File: src/rtl/i2c_slave_ctrl.sv
// I2C slave byte-level controller: sequences address check, ACK/NACK drive and read-data transmit.
// Outputs are registered from the current state, so they trail the state by one cycle.
module i2c_slave_ctrl (
  input  logic       clk,
  input  logic       n_rst,
  input  logic       start_found,
  input  logic       stop_found,
  input  logic       byte_received,
  input  logic       ack_prep,
  input  logic       check_ack,
  input  logic       ack_done,
  input  logic       rw_mode,
  input  logic       address_match,
  input  logic       sda_in,
  input  logic       tx_fifo_empty,
  output logic       rx_enable,
  output logic       tx_enable,
  output logic       read_enable,
  output logic       load_data,
  output logic [1:0] sda_mode
);

  typedef enum logic [3:0] {
    IDLE      = 4'd0,
    RX_ADDR   = 4'd1,
    ADDR_CHK  = 4'd2,
    ACK_WAIT  = 4'd3,
    ACK_DRV   = 4'd4,
    NACK_DRV  = 4'd5,
    LOAD      = 4'd6,
    TX_BYTE   = 4'd7,
    MACK_WAIT = 4'd8,
    MACK_CHK  = 4'd9,
    MACK_END  = 4'd10
  } state_t;

  state_t     state_q, state_d;
  logic       rx_enable_q, rx_enable_d;
  logic       tx_enable_q, tx_enable_d;
  logic       read_enable_q, read_enable_d;
  logic       load_data_q, load_data_d;
  logic [1:0] sda_mode_q, sda_mode_d;

  always_comb begin
    state_d = state_q;
    case (state_q)
      IDLE:      if (start_found) state_d = RX_ADDR;
      RX_ADDR:   if (byte_received) state_d = ADDR_CHK;
      ADDR_CHK:  state_d = (address_match && rw_mode) ? ACK_WAIT : NACK_DRV;
      ACK_WAIT:  if (ack_prep) state_d = ACK_DRV;
      ACK_DRV:   if (ack_done) state_d = LOAD;
      NACK_DRV:  if (ack_done) state_d = IDLE;
      LOAD:      state_d = TX_BYTE;
      TX_BYTE:   if (byte_received) state_d = MACK_WAIT;
      MACK_WAIT: if (check_ack) state_d = MACK_CHK;
      MACK_CHK:  state_d = sda_in ? IDLE : MACK_END;
      MACK_END:  if (ack_done) state_d = LOAD;
      default:   state_d = IDLE;
    endcase
    // Bus conditions pre-empt any local transition; STOP wins over START.
    if (stop_found) begin
      state_d = IDLE;
    end else if (start_found) begin
      state_d = RX_ADDR;
    end
  end

  always_comb begin
    rx_enable_d   = 1'b0;
    tx_enable_d   = 1'b0;
    read_enable_d = 1'b0;
    load_data_d   = 1'b0;
    sda_mode_d    = 2'b00;
    case (state_q)
      RX_ADDR:  rx_enable_d = 1'b1;
      ACK_DRV:  sda_mode_d  = 2'b01;
      NACK_DRV: sda_mode_d  = 2'b10;
      LOAD: begin
        // With an empty FIFO the shifter reloads its own contents; no pop.
        load_data_d   = 1'b1;
        read_enable_d = ~tx_fifo_empty;
        sda_mode_d    = 2'b11;
      end
      TX_BYTE: begin
        tx_enable_d = 1'b1;
        sda_mode_d  = 2'b11;
      end
      default: ;
    endcase
  end

  always_ff @(posedge clk or negedge n_rst) begin
    if (!n_rst) begin
      state_q       <= IDLE;
      rx_enable_q   <= 1'b0;
      tx_enable_q   <= 1'b0;
      read_enable_q <= 1'b0;
      load_data_q   <= 1'b0;
      sda_mode_q    <= 2'b00;
    end else begin
      state_q       <= state_d;
      rx_enable_q   <= rx_enable_d;
      tx_enable_q   <= tx_enable_d;
      read_enable_q <= read_enable_d;
      load_data_q   <= load_data_d;
      sda_mode_q    <= sda_mode_d;
    end
  end

  assign rx_enable   = rx_enable_q;
  assign tx_enable   = tx_enable_q;
  assign read_enable = read_enable_q;
  assign load_data   = load_data_q;
  assign sda_mode    = sda_mode_q;

endmodule

File: config.mk
export PLATFORM = sky130hd
export DESIGN_NAME = i2c_slave_ctrl
export DESIGN_NICKNAME = d
export VERILOG_FILES = /design/src/rtl/i2c_slave_ctrl.sv
export SDC_FILE = /design/constraint.sdc
export NUM_CORES = 1
export LEC_CHECK = 0
export CELL_PAD_IN_SITES_DETAIL_PLACEMENT = 1
export CELL_PAD_IN_SITES_GLOBAL_PLACEMENT = 1
export CORE_MARGIN = 5
export CORE_UTILIZATION = 33
export DETAILED_ROUTE_END_ITERATION = 10
export PLACE_DENSITY_LB_ADDON = 0.3
export SLEW_MARGIN = 15
export SYNTH_ARGS = -nofsm -noshare
export SYNTH_HDL_FRONTEND = slang
export SYNTH_SLANG_ARGS = --single-unit
File: constraint.sdc
create_clock -name clk -period 1.9 [get_ports clk]
set_input_delay 0.38 -clock clk [delete_from_list [all_inputs] [get_ports clk]]
set_output_delay 0.38 -clock clk [all_outputs]
set_load 0.05 [all_outputs]
==> summary.txt <==
Route
  – Initial DRC count: 6
  – Routed WL per cell: about 15 um
  – Final ANT Viol Nets: 0
  – DR pass1 iterations: 4
  – Total number of vias: 583
  – Residual DRC: 0
  – Avg Vias per Cell: between 5 and 6
  – Routed WL: 1.69 mm

Floorplanning
  – Area of the core: 1750 um2
  – # IOs: 18
  – Die Y: about 53 um
  – Die width: 53.1 um
  – Initial Util: 0.352
  – Num rows: 15
  – Die ar.: 2820 um2

Setup path
  – Crit Path Category: flip-flop to output port
  – CP max stage cell: clkdlybuf4s50_1
  – Worst endpoint required time: about 1.5 ns
  – Worst flop-to-flop path endpoint: state_q[0]$_DFFE_PN0P_
  – Worst Path Arrival: 1.48 ns
  – Setup crit start kind: flip-flop
  – Crit Path Max Fanout: 1
  – Critical-path cell list: clkdlybuf4s50_1
  – Worst path max stage delay: 0.85 ns
  – CP top delay family: buffers and inverters
  – R2R Path Start: state_q[2]$_DFFE_PN0P_
  – Reg2Reg Setup Slack: between 0.2 and 0.25 ns
  – Setup crit end kind: output port
  – Worst Reg2Reg Path Length in Cells: 4
  – WP buf/inv: 1

CTS
  – Clk buf depth: 2
  – Setup bufs post-CTS: 0
  – Hold buffers post-CTS: 0
  – Clk sinks: 10
  – PostCTS Resize Cnt: 0
  – H-tree depth: 1
  – Clk_lat worst skew: roughly 0.27 ns
  – CTS root buffer: clkbuf_4
  – CTS tree: yes
  – Worst-path clk slew: 0.07 ns
  – Number of buffers created by CTS: 3

Timing
  – Final WS setup: 0.0449 ns
  – Fmax: 0.539 GHz
  – Setup TNS: 0 ns
  – Setup violations, final: 0
  – Final worst-path cycle share: 0.976
  – Hold Slack: 0.400 ns
  – Post-layout min period: 1.86 ns
  – Max-slew violation count: 0
  – Final Hold Viols: 0
  – Worst Clk Skew: 0.0101 ns
  – Slew @ Worst Pin: around 0.56 ns
  – RSZ-0062 raised after global routing: false
  – Slew headroom: 0.628

Global routing
  – Total grt overflow: 0
  – Global-route wire length before repair: 2.83 mm
  – Initial antenna violation count: 0
  – Vias in the first global route: 627
  – Largest net degree at the start of global routing: 14
  – Total track usage: 0.145

Power
  – P_leak: around 0.35 nW
  – Fraction of power spent switching nets: 0.250
  – Overall Power: between 0.5 and 0.6 mW
  – Sequential Power Share: 0.446
  – Clk pwr share: 0.388
  – NetSw: ~0.13 mW
  – Power Internal: around 0.38 mW
  – Cell Pwr Density: 589 nW/um2
  – Worst VDD drop: roughly 0.30 mV
  – Comb power frac: 0.165

Min path
  – Tightest Hold Check Type: input pin to async pin

Finish
  – Fillers: between 200 and 250
  – Register area: 250 um2
  – Layout Area Growth over Synthesis: 39.9%
  – Most frequent cells in the layout: 17 x clkdlybuf4s50_1, 10 x dfrtp_1, 7 x a21oi_1, 5 x nand2_1, 5 x buf_4
  – Multi-input logic area: 323 um2
  – Commonest non-fill, non-tap cell in the layout: clkdlybuf4s50_1
  – ANT cells: 0
  – Proportion of layout cells with a drive suffix above 1: 0.176
  – Fin nets: around 100

Logic synthesis
  – Seq/Total Area, Yosys: 0.407
  – Post-Syn Area: 614 um2
  – #FFs+latches synth: 10
  – Syn_nets: 76
  – Gate count of the mapped netlist: 64
  – Post-synth cell types: 32
  – Ys Warns: 0
  – Average cell area after synthesis: 9.60 um2

Placement
  – DP Worst Slack: 0.0310 ns
  – Gp weighted congestion: 0.759
  – HPWL after DPL: 1.29 mm
  – PortBufs: 17

Job
  – Max_cap viols: 0

Outcome
  – Outcome: completed
-- cells in the mapped netlist --
master | count | area, um2
a311oi_2 | 1 | 15.0
o21bai_1 | 1 | 7.51
nor3b_2 | 1 | 12.5
or3b_1 | 1 | 8.76
mux2i_1 | 2 | 20.0
and4bb_1 | 1 | 12.5
inv_1 | 3 | 11.3
nor2_1 | 3 | 11.3
dfrtp_1 | 10 | 250
o221a_4 | 1 | 20.0
a211oi_1 | 1 | 7.51
nor3_1 | 2 | 10.0
a22oi_1 | 1 | 7.51
nand3b_1 | 1 | 7.51
buf_2 | 3 | 15.0
a21boi_0 | 2 | 15.0
nand2_1 | 5 | 18.8
and3_1 | 1 | 6.26
a21oi_1 | 7 | 35.0
nor3_2 | 1 | 10.0
o21ai_0 | 3 | 15.0
nor2b_1 | 2 | 12.5
clkbuf_1 | 1 | 3.75
and3b_2 | 1 | 10.0
buf_6 | 1 | 11.3
a31o_2 | 1 | 8.76
nor4_1 | 2 | 12.5
nand2b_1 | 1 | 6.26
o311ai_0 | 1 | 8.76
or3_1 | 1 | 6.26
a211o_1 | 1 | 8.76
a2bb2oi_1 | 1 | 8.76
-- worst max-delay path by stage --
stage                           startpoint                endpoint  slack (ns)  cells past startpoint
finish                 load_data$_DFF_PN0_               load_data        0.04                      1
global route           load_data$_DFF_PN0_               load_data        0.04                      1
CTS                    load_data$_DFF_PN0_               load_data        0.05                      1
detailed placement                ack_prep  state_q[2]$_DFFE_PN0P_        0.03                      5
global placement                  ack_prep  state_q[0]$_DFFE_PN0P_        0.07                      5
floorplan           state_q[3]$_DFFE_PN0P_  state_q[0]$_DFFE_PN0P_        0.49                      5
-- final cells by class --
class	count	area share
Clock buffer	4	0.0422
Inverter	3	0.0131
Multi-Input combinational cell	46	0.376
Sequential cell	10	0.291
Tap cell	25	0.0364
Timing Repair Buffer	22	0.242
-- cells by family (layout without fill, tap and decap cells) --
family / after synthesis / in the layout / share of synthesized area
and+or+nand+nor: 23 / 23 / 0.236
AOI/OAI and AO/OA: 21 / 21 / 0.257
DFF: 10 / 10 / 0.407
buffers and inverters: 8 / 29 / 0.0672
muxes: 2 / 2 / 0.0326
-- through the flow --
step,std cells,util,instance area [um2]
3_5_place_dp,106,0.472,823
6_report,110,0.492,860
4_1_cts,110,0.492,860
5_1_grt,110,0.492,860
3_3_place_gp,106,0.472,823
2_1_floorplan,64,-,614
-- metal layers --
layer | share of wire | up-vias | track usage
li1 | - | 275 | -
met1 | 0.43 | 282 | 0.173
met2 | 0.48 | 18 | 0.221
met3 | 0.040 | 8 | 0.0113
met4 | 0.054 | 0 | 0.145
met5 | 0 | - | 0
-- power groups by stage --
stage          combinational (mW)  clock, mW  sequential (mW)
6_report                   0.0838      0.197            0.226
4_1_cts                    0.0846      0.203            0.226
3_5_place_dp               0.0840          0            0.231
2_1_floorplan              0.0375          0            0.231
5_1_grt                    0.0914      0.215            0.227
3_3_place_gp               0.0828          0            0.230
-- sequential cells by signal, summed over array words and instances, names as in the netlist --
name / cells
rx_enable: 1
load_data: 1
sda_mode: 2
state_q: 4
tx_enable: 1
read_enable: 1
(Power assumes the default switching activity.)
